`src/rtl/uart_transmitter.sv`:
```
// UART transmit side: start bit, 8 data bits LSB-first, optional parity, 1 or 2 stop bits.
// A one-entry holding register behind a valid/ready handshake allows gap-free back-to-back frames.
module uart_transmitter #(
   parameter int clk_freq   = 100_000_000,
   parameter int baud_rate  = 9600,
   parameter bit parity_en  = 1'b0,
   parameter bit parity_odd = 1'b0,
   parameter int stop_bits  = 1
) (
   input  logic       clk_fpga,
   input  logic       reset,
   input  logic [7:0] TxData,
   input  logic       tx_valid,
   output logic       tx_ready,
   output logic       TxD,
   output logic       tx_busy,
   output logic       tx_done
);

   localparam int div_counter = clk_freq / baud_rate;
   localparam int cnt_w       = (div_counter < 2) ? 1 : $clog2(div_counter);

   localparam logic [cnt_w-1:0] baud_last = cnt_w'(div_counter - 1);
   localparam logic [2:0]       stop_last = 3'(stop_bits - 1);

   if (div_counter < 2) begin : g_bad_div
      $error("uart_transmitter: clk_freq/baud_rate must be at least 2");
   end
   if (stop_bits != 1 && stop_bits != 2) begin : g_bad_stop
      $error("uart_transmitter: stop_bits must be 1 or 2");
   end

   typedef enum logic [2:0] {IDLE, START, DATA, PARITY, STOP} state_t;

   state_t           state, state_next;
   logic [cnt_w-1:0] baud_cnt;
   logic [2:0]       bit_cnt;
   logic [7:0]       hold_data;
   logic             hold_full;
   logic [7:0]       shift, shift_next;
   logic             par_bit;
   logic             txd_next;

   logic bit_end, last_stop, load, accept;

   assign bit_end   = (state != IDLE) && (baud_cnt == baud_last);
   assign last_stop = (state == STOP) && bit_end && (bit_cnt == stop_last);
   // Loading frees the holding register, so a load can never coincide with an accept.
   assign load      = hold_full && ((state == IDLE) || last_stop);
   assign accept    = tx_valid && !hold_full;

   assign shift_next = load                          ? hold_data :
                       ((state == DATA) && bit_end)  ? {1'b0, shift[7:1]} :
                                                       shift;

   always_ff @(posedge clk_fpga or negedge reset) begin
      if (!reset) state <= IDLE;
      else        state <= state_next;
   end

   // NOTE: every comb output gets a default first so no path leaves it unassigned (no latch).
   always_comb begin
      state_next = state;
      case (state)
         IDLE:    if (load) state_next = START;
         START:   if (bit_end) state_next = DATA;
         DATA:    if (bit_end && (bit_cnt == 3'd7)) state_next = parity_en ? PARITY : STOP;
         PARITY:  if (bit_end) state_next = STOP;
         STOP:    if (last_stop) state_next = load ? START : IDLE;
         default: state_next = IDLE;
      endcase
   end

   // TxD is registered, so it is decoded from the state being entered.
   always_comb begin
      txd_next = 1'b1;
      case (state_next)
         START:   txd_next = 1'b0;
         DATA:    txd_next = shift_next[0];
         PARITY:  txd_next = par_bit;
         default: txd_next = 1'b1;
      endcase
      tx_ready = !hold_full;
      tx_busy  = (state != IDLE);
      tx_done  = last_stop;
   end

   // NOTE: sequential state uses non-blocking assignments so every register samples pre-edge values.
   always_ff @(posedge clk_fpga or negedge reset) begin
      if (!reset) begin
         hold_full <= 1'b0;
         hold_data <= '0;
         shift     <= '0;
         par_bit   <= 1'b0;
         baud_cnt  <= '0;
         bit_cnt   <= '0;
         TxD       <= 1'b1;
      end else begin
         if (accept) begin
            hold_full <= 1'b1;
            hold_data <= TxData;
         end else if (load) begin
            hold_full <= 1'b0;
         end

         shift <= shift_next;
         if (load) par_bit <= ^hold_data ^ parity_odd;

         if (load || (state == IDLE) || bit_end) baud_cnt <= '0;
         else                                    baud_cnt <= baud_cnt + 1'b1;

         // Bit counter restarts on every state change; it serves both DATA and STOP.
         if (state_next != state) bit_cnt <= '0;
         else if (bit_end)        bit_cnt <= bit_cnt + 3'd1;

         TxD <= txd_next;
      end
   end

endmodule

```
`config.mk`:
```
export PLATFORM = sky130hd
export DESIGN_NAME = uart_transmitter
export DESIGN_NICKNAME = d
export VERILOG_FILES = /design/src/rtl/uart_transmitter.sv
export SDC_FILE = /design/constraint.sdc
export NUM_CORES = 1
export LEC_CHECK = 0
export BUFFER_PORTS_ARGS = -buffer_cell sky130_fd_sc_hd__buf_2
export CORE_UTILIZATION = 52
export CTS_CLUSTER_SIZE = 28
export DETAILED_ROUTE_END_ITERATION = 7
export PLACE_DENSITY = 0.71
export SLEW_MARGIN = 30
export SYNTH_ARGS = -nofsm -noshare
export SYNTH_HDL_FRONTEND = slang
export SYNTH_SLANG_ARGS = --single-unit
```
`constraint.sdc`:
```
create_clock -name clk_fpga -period 2.45 [get_ports clk_fpga]
set_input_delay 0.49 -clock clk_fpga [delete_from_list [all_inputs] [get_ports clk_fpga]]
set_output_delay 0.49 -clock clk_fpga [all_outputs]
set_load 0.02 [all_outputs]
```
Word-level counts from Yosys, hierarchy flattened --
Cells that the tools add are included. Widths: inputs -> output; s select.
Storage, ports and cells: output and inout bits 4, flip-flop bits (word level) 39, logic and storage cells 54, input port bits 11
Operators by class: reductions and logical operators 18, multiplexer cells 15, $add $sub $neg 2, equal/unequal tests 10
Operators with widths (count):
- $mux 3 | 7
- $mux 8 | 2
- $pmux 3 s5 | 1
- $add 14x1->14 const B | 1
- $eq 14x14->1 const B | 1
- $mux 14 | 1
- $eq 3x2->1 const B | 4
- $reduce_xor 8->1 | 1
- $logic_and 1x1->1 | 7
- $eq 3x1->1 const B | 2
- $eq 3x3->1 const B | 2
- $logic_not 3->1 | 2
- $reduce_bool 2->1 | 3
- $add 3x1->3 const B | 1
- $logic_or 1x1->1 | 3
- $mux 1 | 3
- $ne 3x3->1 | 1
- $pmux 1 s3 | 1
- $reduce_bool 3->1 | 1
- $logic_not 1->1 | 1

Depth between registers and ports, before layout --
Gate-level depths: netlist of run 1.
depth in word-level cells 11, depth in mapped cells 8, mapped depth without buffers 7

Worst setup path before layout of run 1 --
No wires, ideal clock.
path type register to output, start register baud_cnt[6], end output port tx_done, data required time 1.960 ns, arrival time 1.439 ns, slack 0.521 ns, stages on the path, launching flop included 5, buffers on the path 0, cell sequence dfrtp_1 > nor4b_4 > and4_2 > nand2_1 > nor2_1
Between the ends: longest elaborated chain between the ends 4
RTL lines:
- start: declaration | line 36 | logic [cnt_w-1:0] baud_cnt;
- start signal: assignment | line 110 | else baud_cnt <= baud_cnt + 1'b1;
- $eq 14x14->1 | line 46 | assign bit_end = (state != IDLE) && (baud_cnt == baud_last);
- $logic_and 1x1->1 | line 46
- $logic_and 1x1->1 (2 in series) | line 47 | assign last_stop = (state == STOP) && bit_end && (bit_cnt == stop_last);
- end: declaration | line 17 | output logic tx_done
Every way passes these cells.

Final worst setup path of run 1 --
Same ends and word-level chain as after synthesis.

==> summary.txt, run 1 <==
Die
  – FP Rows: 22
  – Die width: 63.8 um
  – Die H: 63.8 um
  – Core Area: 0.00366 mm2
  – Initial core utilization: 54.2%
  – Die ar.: 0.00406 mm2
  – # IOs: 15

Detailed routing
  – DR DRC count: 0
  – Vias per inst: 5.42
  – DRT Pass-1 Iters: 4
  – Final ANT Viol Nets: 0
  – DR WL/cell: 13.7 um
  – Routed via count: 1328
  – Starting DRT DRC Count: 114
  – Routed WL: 3.35 mm

Timing
  – Max-slew violations: 0
  – Final setup violation count: 0
  – Achievable Freq: 440 MHz
  – Setup TNS: 0 ps
  – Period utilization: 92.8%
  – Final Hold Vio Count: 0
  – Min cycle time layout: 2270 ps
  – Clock skew: 7.65 ps
  – Worst slew margin: 45.2%
  – Slew @ Worst Pin: 822 ps
  – Unrepaired setup endpoints after global routing: false

Synthesis
  – Ys async rst share: 100%
  – Post-Syn Area: 0.00198 mm2
  – Number of synthesized register bits: 39
  – Synth top area share: 47.9%
  – Unique masters post-synth: 42
  – Sequential-to-total area share from yosys stat: 49.3%
  – Avg Cell Area, Syn: 11.0 um2
  – Most common cell in the synthesized netlist: dfrtp_1
  – Area leader, netlist: dfrtp_1
  – Dominant cells by area after synthesis: dfrtp_1, mux2_2, xor2_1
  – Post-Syn Nets: 195
  – YS warnings: 0
  – Synth Instances: 180
  – Commonest cells post-synth: dfrtp_1, nor2_1, nand2_1
  – Post-synth EDFFs: 0
  – Synth Flop Type: dfrtp_1

Clocking
  – PostCTS Resize Cnt: 0
  – H-tree Lvls: 2
  – # clock sinks: 39
  – Number of CTS-inserted buffers: 5
  – Skew-Pair Late Insertion Delay: 290 ps
  – Register clock-pin slew on the reported worst setup and hold paths: 70 ps
  – Root Driver: clkbuf_8
  – Post-CTS Setup Inserts: 0
  – CTS Buffer Depth: 2
  – Hold buffers post-CTS: 0
  – CTS tree: yes

Placement
  – Post-DP HPWL: 2.53 mm
  – GPL Wtd Cong: 0.821
  – IO Port Bufs: 14
  – Placed Cells incl. Taps: 237

Setup path
  – Crit-path slowest cell: dfrtp_1
  – Crit path DAT: 1780 ps
  – Worst Path Required: 1960 ps
  – Crit-path cells: nor4b_4, and4_4, nand2_1, nor2_1, buf_2
  – CP max FO: 6
  – Max stage delay on crit path: 470 ps
  – Crit. End Element: output port
  – Worst Setup Start Kind: flip-flop
  – Crit Path Category: reg -> out

Power and ir drop
  – Lkg Pwr: 1.04 nW
  – PwrDens: 953 mW/mm2
  – Worst vdd ir: 0.000629 V
  – Pwr Total: 0.00210 W

Final layout
  – Fin nets: 211
  – Non-Filler Instances: 245
  – Fillcell total: 307
  – Area Overhead vs Synth: 10.9%
  – Share of post-route cells with drive strength above 1: 22.8%
  – # diodes: 0

Global route
  – Largest net degree at the start of global routing: 40
  – First-pass GRT wire length: 6.01 mm
  – Vias in the first global route: 1361
  – Initial antenna violation count: 0
  – Grt ovf: 0
  – Tot GR Track Use: 19.6%

Run
  – Number of max-cap violations: 0

Hold path
  – Worst hold path class: in -> async

Status
  – Run status: finished, final reports clean
worst paths after layout:
path	slack, ps	start	cells after the start	to
setup / recovery	180	baud_cnt[6]	5	tx_done
hold / removal	290	reset	1	baud_cnt[5]
setup reg to reg	430	baud_cnt[6]	5	bit_cnt[2]
hold reg to reg	480	shift[1]	1	shift[1]
max in group asynchronous	1640	reset	1	state[0]
min in group clk_fpga	420	TxData[7]	2	hold_data[7]
routing by layer:
metal  track usage (%)  wire length [um]  up-vias
li1                  -                 -      650
met4              9.38                66        0
met1              23.5              1480      655
met5                 0                 0        -
met2              32.7              1710       15
met3              4.82                92        8
area by class of cell:
cell class / count / area [um2] / area share (%)
Timing Repair Buffer: 15 / 77.6 / 3.53
Multi-Input combinational cell: 130 / 955 / 43.4
Inverter: 5 / 18.8 / 0.854
Tap cell: 48 / 60.1 / 2.73
Clock inverter: 2 / 37.5 / 1.71
Clock buffer: 6 / 72.6 / 3.30
Sequential cell: 39 / 977 / 44.5
through the flow:
step	setup WS [ps]	util, %	hold WS, ps	instance area [um2]
2_1_floorplan	521	-	194	1980
3_3_place_gp	473	57.0	461	2090
3_5_place_dp	455	57.0	466	2090
4_1_cts	145	60.0	328	2200
5_1_grt	39.5	60.0	369	2200
6_report	177	60.0	292	2200
layout by cell type (no fill, tap or decap), types with 5 or more instances in the layout:
cell type / n
a21o_1: 6
clkbuf_8: 5
buf_2: 14
inv_1: 5
nand2_1: 15
a22o_1: 6
mux2_2: 10
xor2_1: 11
nor2_1: 24
dfrtp_1: 38
nand3_1: 5
xnor2_1: 9
where the power goes:
part	switching, W	internal [W]	total (W)
logic	0.000251	0.000326	0.000577
registers	0.000156	0.000837	0.000994
clock network	0.000221	0.000304	0.000525
logic make-up after synthesis:
family / count (synthesis) / synth area share, %
buffers and inverters: 11 / 2.65
AND/OR/NAND/NOR: 69 / 20.3
flip-flops: 39 / 49.3
AO/OA/AOI/OAI: 26 / 10.2
XOR/XNOR: 20 / 8.83
multiplexers: 11 / 6.18
adder cells (fa/ha/maj): 4 / 2.52
critical path: cells and delay by family (launching register included):
kind,cells,cell delay [ps]
and+or+nand+nor,4,870
DFF,1,470
buffers and inverters,1,160
state kept, by name, summed over array words and instances, names as in the netlist:
register	cells
par_bit	1
bit_cnt	3
hold_full	1
shift	8
baud_cnt	14
hold_data	8
TxD	1
state	3
Note: power is estimated with default switching activity, not from simulation.
==> run 2, diff against run 1 <==
Settings changed: ABC_AREA set to 1, CORE_ASPECT_RATIO set to 2, PLACE_DENSITY 0.71 to 0.7.
Clock period 2.45 ns to 2.8 ns, I/O delays scaled along.
==> run 2 against run 1 <==
Effect of this change:
- die area increased by 1.2%
- clock skew fell by 0.56 ps
- sequential cell count is the same
- clock power rose by 4.0%
- routed wire length rose by 11%
- power shrank 34%
- critical endpoint unchanged
==> summary.txt, run 2 <==
Status
  – Run status: finished, final reports clean

Timing
  – Setup TNS: 0 ps (unchanged)
  – Min cycle time layout: 2120 ps
  – Final Hold Vio Count: 0 (unchanged)
  – Period utilization: 75.6%
  – Achievable Freq: 472 MHz
  – Clock skew: 7.09 ps (-0.558 ps)
  – Unrepaired setup endpoints after global routing: false
  – Max-slew violations: 0 (unchanged)
  – Final setup violation count: 0 (unchanged)
  – Worst slew margin: 67.5% (+22 points)
  – Slew @ Worst Pin: 488 ps (-334 ps)

Synthesis
  – Post-Syn Area: 0.00200 mm2 (+0.88%)
  – Post-Syn Nets: 242 (+24%)
  – Synth top area share: 47.5% (-0.42 points)
  – Post-synth EDFFs: 0 (unchanged)
  – YS warnings: 0 (unchanged)
  – Synth Instances: 227 (+26%)
  – Area leader, netlist: dfrtp_1
  – Commonest cells post-synth: inv_1, nand2_1, dfrtp_1
  – Ys async rst share: 100% (unchanged)
  – Sequential-to-total area share from yosys stat: 48.8% (-0.43 points)
  – Dominant cells by area after synthesis: dfrtp_1, inv_1, nand2_1
  – Avg Cell Area, Syn: 8.81 um2 (-20%)
  – Synth Flop Type: dfrtp_1
  – Number of synthesized register bits: 39 (unchanged)
  – Unique masters post-synth: 27 (-36%)

Global route
  – Grt ovf: 0 (unchanged)
  – First-pass GRT wire length: 6.55 mm (+9.0%)
  – Largest net degree at the start of global routing: 40 (unchanged)
  – Tot GR Track Use: 21.5% (+2.0 points)
  – Initial antenna violation count: 0 (unchanged)
  – Vias in the first global route: 1599 (+17%)

Clocking
  – Hold buffers post-CTS: 0 (unchanged)
  – Register clock-pin slew on the reported worst setup and hold paths: 80 ps (about the same)
  – Number of CTS-inserted buffers: 5 (unchanged)
  – CTS tree: yes
  – PostCTS Resize Cnt: 0 (unchanged)
  – H-tree Lvls: 2 (unchanged)
  – CTS Buffer Depth: 2 (unchanged)
  – # clock sinks: 39 (unchanged)
  – Post-CTS Setup Inserts: 0 (unchanged)
  – Skew-Pair Late Insertion Delay: 280 ps (about the same)
  – Root Driver: clkbuf_8

Setup path
  – CP dominant cell by count: nand3_2
  – Crit-path cells: ha_1, nand3_2, nor2_4, nand3_2, inv_1, buf_2
  – WP buf/inv: 2 (+1)
  – R2R cell count: 8 (+3)
  – Crit. End Element: output port
  – Crit-path slowest cell: dfrtp_1
  – Max stage delay on crit path: 370 ps (-100 ps)
  – Crit Path Category: reg -> out
  – Crit path DAT: 1560 ps (-220 ps)
  – Cell count along the critical path: 6 (+1)
  – Worst Setup Start Kind: flip-flop
  – Crit path max-delay family: simple AND/OR/NAND/NOR gates
  – CP max FO: 4 (-2)
  – Worst Path Required: 2240 ps (+280 ps)

Final layout
  – Largest regs: baud_cnt: 14 flops, hold_data: 8 flops, shift: 8 flops
  – Max FFs per register: 14 (unchanged)
  – Non-Filler Instances: 298 (+22%)
  – Fin nets: 263 (+25%)
  – Share of post-route cells with drive strength above 1: 18.1% (-4.8 points)
  – Footprint of the multi-input gates: 870 um2 (-8.9%)
  – Fillcell total: 354 (+15%)
  – Area Overhead vs Synth: 13.3%
  – # diodes: 0 (unchanged)
  – Commonest non-fill, non-tap cells in the layout: inv_1, nand2_1, dfrtp_1, nor2_1, buf_2
  – Register Area: 977 um2 (unchanged)
  – Largest Register: baud_cnt

Detailed routing
  – Routed WL: 3.71 mm (+11%)
  – DRT Pass-1 Iters: 4 (unchanged)
  – Final ANT Viol Nets: 0 (unchanged)
  – Vias per inst: 5.08 (-6.2%)
  – Routed via count: 1515 (+14%)
  – DR DRC count: 0 (unchanged)
  – DR WL/cell: 12.5 um (-8.8%)
  – Starting DRT DRC Count: 23 (-80%)

Power and ir drop
  – Worst vdd ir: 0.000609 V (-3.2%)
  – Pwr Total: 0.00137 W (-34%)
  – Lkg Pwr: 1.13 nW (+8.4%)
  – PwrDens: 606 mW/mm2 (-36%)

Die
  – Initial core utilization: 54.9% (+0.70 points)
  – Die width: 45.9 um (-28%)
  – Die H: 89.7 um (+41%)
  – FP Rows: 31 (+41%)
  – Die ar.: 0.00411 mm2 (+1.2%)
  – # IOs: 15 (unchanged)
  – Core Area: 0.00365 mm2 (-0.41%)

Placement
  – Post-DP HPWL: 2.91 mm (+15%)
  – GPL Wtd Cong: 0.838 (+2.1%)
  – Placed Cells incl. Taps: 290 (+22%)
  – IO Port Bufs: 14 (unchanged)

Run
  – Number of max-cap violations: 0 (unchanged)

Hold path
  – Worst hold path class: in -> async
-- run 2: metrics by stage --
stage / area (um2) / hold WS [ps] / util [%] / setup slack, ps
floorplan: 2000 / 264 / - / 1150
detailed placement: 2130 / 457 / 58.5 / 982
global route: 2270 / 265 / 62.2 / 538
finish: 2270 / 235 / 62.2 / 683
global placement: 2130 / 443 / 58.5 / 1020
CTS: 2260 / 400 / 62.1 / 665
-- run 2: area by class of cell --
cell class                 count  area share, %
clock inverter                 2           2.65
clock buffer                   6           3.20
sequential                    39           43.1
multi-input combinational    147           38.4
inverter                      41           6.79
tap                           49           2.70
timing repair buffer          14           3.20
-- run 2: final timing paths --
check,startpoint,to,slack (ps)
max,baud_cnt[0],tx_done,680
min,reset,shift[7],230
max reg2reg,baud_cnt[0],baud_cnt[12],990
min reg2reg,baud_cnt[0],baud_cnt[0],470
max in group asynchronous,reset,TxD,2200
min in group clk_fpga,baud_cnt[0],baud_cnt[0],470
-- run 2: logic make-up (layout without fill, tap and decap cells) --
kind of cell	Yosys count	in the layout	share of synthesized area [%]
AND/OR/NAND/NOR	103	103	25.5
multiplexers	7	7	3.94
AO/OA/AOI/OAI	22	22	6.75
flip-flops	39	39	48.8
XOR/XNOR	11	11	4.82
adder cells (fa/ha/maj)	4	4	2.50
buffers and inverters	41	63	7.69
-- run 2: worst register-to-register path: cells and delay by family (launching register included) --
kind / cells / cell delay [ps]
buffers and inverters: 1 / 80
flip-flops: 1 / 370
AO/OA/AOI/OAI: 1 / 130
AND/OR/NAND/NOR: 5 / 880
adder cells (fa/ha/maj): 1 / 210
-- run 2: report_power, final --
| group | internal (W) | switching (W) |
|---|---|---|
| logic | 0.000105 | 0.0000804 |
| clock network | 0.000356 | 0.000189 |
| registers | 0.000606 | 0.0000360 |
-- run 2: routing by layer --
metal	vias up	wire, um	global-route usage [%]
li1	775	-	-
met1	712	1390	21.4
met2	21	2170	38.7
met3	7	73	5.02
met4	0	87	9.31
met5	-	0	0
==> run 3, diff against run 2 <==
Settings changed: ABC_AREA 1 to 0, PLACE_DENSITY 0.7 to 0.73.
Clock period 2.8 ns to 1.9 ns, I/O delays scaled along.
==> run 3 against run 2 <==
Effect of this change:
- the run now ends with negative setup slack left
- non-clock buffer count rose by 22
- routed wire length rose by 14%
- combinational power rose to 4.8 times the previous value
- utilization rose by 3.7 points
- largest cell class is now multi-input combinational cells
- highest routed layer unchanged
==> summary.txt, run 3 (synthesis results as in run 1) <==
Detailed routing
  – Routed WL: 4.25 mm (+14%)
  – DR DRC count: 0 (unchanged)
  – DR WL/cell: 15.9 um (+28%)
  – Starting DRT DRC Count: 30 (+30%)
  – Routed via count: 1449 (-4.4%)
  – Final ANT Viol Nets: 0 (unchanged)
  – DRT Pass-1 Iters: 4 (unchanged)
  – Vias per inst: 5.43 (+6.7%)

Status
  – Violated checks: negative setup slack
  – Run status: finished with violations

Final layout
  – Non-Filler Instances: 267 (-10%)
  – Commonest non-fill, non-tap cell in the layout: dfrtp_1
  – Final instance area: 0.00240 mm2 (+6.0%)
  – Largest Register: baud_cnt
  – # diodes: 0 (unchanged)
  – Largest regs: baud_cnt: 14 flops, hold_data: 8 flops, shift: 8 flops
  – Max FFs per register: 14 (unchanged)
  – Commonest non-fill, non-tap cells in the layout: dfrtp_1, nor2_1, buf_4, nand2_1, buf_2
  – Area Overhead vs Synth: 21.1%
  – Share of post-route cells with drive strength above 1: 32.6% (+14 points)
  – Fin nets: 232 (-12%)

Timing
  – Min cycle time layout: 1950 ps
  – Worst Slack Setup Final: -53.7 ps (-737 ps)
  – Max-slew violations: 0 (unchanged)
  – Setup TNS: -111 ps (-111 ps)
  – Achievable Freq: 512 MHz
  – Final Hold Vio Count: 0 (unchanged)
  – Final setup violation count: 4 (+4)
  – Worst slew margin: 67.7% (+0.23 points)
  – Slew @ Worst Pin: 484 ps (-3.38 ps)
  – Period utilization: 103%
  – Worst hold margin: 121 ps (-114 ps)
  – Clock skew: 7.89 ps (+0.794 ps)
  – Unrepaired setup endpoints after global routing: true

Clocking
  – Number of CTS-inserted buffers: 5 (unchanged)
  – CTS tree: yes
  – Skew-Pair Late Insertion Delay: 300 ps (+20 ps)
  – # clock sinks: 39 (unchanged)
  – CTS Buffer Depth: 2 (unchanged)
  – Hold buffers post-CTS: 0 (unchanged)
  – Root Driver: clkbuf_8
  – Register clock-pin slew on the reported worst setup and hold paths: 80 ps (about the same)
  – H-tree Lvls: 2 (unchanged)

Setup path
  – Crit Path Category: reg -> out
  – Worst Path Required: 1520 ps (-720 ps)
  – Crit. End Element: output port
  – FF-to-FF setup slack: -30 ps (-1020 ps)
  – Crit Reg-Reg Startpoint: baud_cnt[4]
  – Reg-to-Reg End: bit_cnt[1]
  – CP max FO: 2 (-2)
  – Crit path DAT: 1570 ps (about the same)
  – CP endpoint: tx_done
  – Worst Setup Start Kind: flip-flop
  – R2R cell count: 6 (-2)
  – CP Launch Point: baud_cnt[4]

Die
  – Die width: 45.7 um (-0.43%)
  – FP Rows: 31 (unchanged)
  – Core Area: 0.00365 mm2 (unchanged)
  – Initial core utilization: 54.4% (-0.48 points)
  – Die ar.: 0.00408 mm2 (-0.85%)
  – # IOs: 15 (unchanged)
  – Die H: 89.3 um (-0.43%)

Run
  – Number of max-cap violations: 0 (unchanged)

Placement
  – Placed Cells incl. Taps: 251 (-13%)
  – GPL Wtd Cong: 0.799 (-4.7%)
  – IO Port Bufs: 14 (unchanged)
  – Post-DP HPWL: 3.08 mm (+5.8%)
  – DP Area: 0.00219 mm2 (+2.5%)

Hold path
  – Worst hold path class: in -> async

Power and ir drop
  – Internal: 0.00197 W (+84%)
  – Clock network power share: 24.3% (-15 points)
  – PwrDens: 1200 mW/mm2 (+98%)
  – Part of the power in registers: 44.7% (-2.1 points)
  – NetSw: 0.000919 W (+200%)
  – Worst vdd ir: 0.000874 V (+44%)
  – Gate power share: 31.1% (+18 points)
  – Lkg Pwr: 1.16 nW (+2.5%)
  – Sw Share: 31.8% (+9.5 points)

Global route
  – Vias in the first global route: 1518 (-5.1%)
  – Largest net degree at the start of global routing: 40 (unchanged)
  – Initial antenna violation count: 0 (unchanged)
  – First-pass GRT wire length: 6.69 mm (+2.2%)
  – Grt ovf: 0 (unchanged)
  – Tot GR Track Use: 23.6% (+2.1 points)
[run 3: cell types whose count changed in the layout (fill, tap and decap cells not counted), sizes merged, moves of 5 or more]
| cell | before | now |
|---|---|---|
| and3 | 0 | 5 |
| nor3 | 8 | 1 |
| xor2 | 5 | 11 |
| a22o | 0 | 6 |
| nand2 | 43 | 15 |
| inv | 41 | 5 |
| buf | 14 | 36 |
| o221ai | 6 | 0 |
| nand3 | 15 | 5 |
| nand4 | 8 | 3 |
| a21o | 0 | 7 |
[run 3: power by group through the flow]
stage                     Sequential, W  Combinational [W]  Clock [W]
after detailed placement        0.00131           0.000853          0
after global routing            0.00131           0.000975   0.000744
final                           0.00129           0.000897   0.000701
after floorplan                 0.00124           0.000632          0
after CTS                       0.00129           0.000877   0.000707
after global placement          0.00129           0.000819          0
[run 3: critical path, stage by stage, from the launching register on]
cell and delay (ps):
dfrtp_1 410, nor4b_4 300, and4_4 290, nand2_4 60
nor2_4 100, buf_6 120
[run 3: metal layers]
metal  vias to the layer above  global-route usage (%)  routed length [um]
li1                        695                       -                   -
met2                        26                    44.0                2560
met4                         0                    9.92                  91
met3                         8                    4.85                  93
met1                       720                    23.8                1500
met5                         -                       0                   0
[run 3: cell type report]
class / instances / area, um2
Clock buffer: 5 / 68.8
Clock inverter: 3 / 43.8
Fill cell: 305 / 1240
Inverter: 5 / 18.8
Multi-Input combinational cell: 130 / 991
Sequential cell: 39 / 977
Tap cell: 49 / 61.3
Timing Repair Buffer: 36 / 241
[run 3: through the flow]
| step | setup WS (ps) | total power [W] | utilization, % |
|---|---|---|---|
| after detailed placement | 0.748 | 0.00216 | 60.0 |
| after CTS | -102 | 0.00288 | 64.6 |
| after global routing | -108 | 0.00303 | 65.9 |
| after floorplan | 49.3 | 0.00187 | - |
| final | -53.7 | 0.00289 | 65.9 |
| after global placement | 37.3 | 0.00211 | 60.0 |
[run 3: how the worst min path moves through the flow]
stage	startpoint	endpoint	slack, ps	depth (start not counted)
final	reset	baud_cnt[9]	120	2
after global routing	reset	baud_cnt[4]	170	2
after CTS	reset	shift[4]	140	2
after detailed placement	reset	state[1]	460	2
after global placement	reset	bit_cnt[2]	450	2
after floorplan	reset	baud_cnt[0]	80	0
[run 3: what timing repair did]
action	4_1_cts	5_1_grt
setup buffers	5	4
cloned	0	0
resized for setup	7	5
pin swaps	5	4
endpoints found under the setup margin	4	13
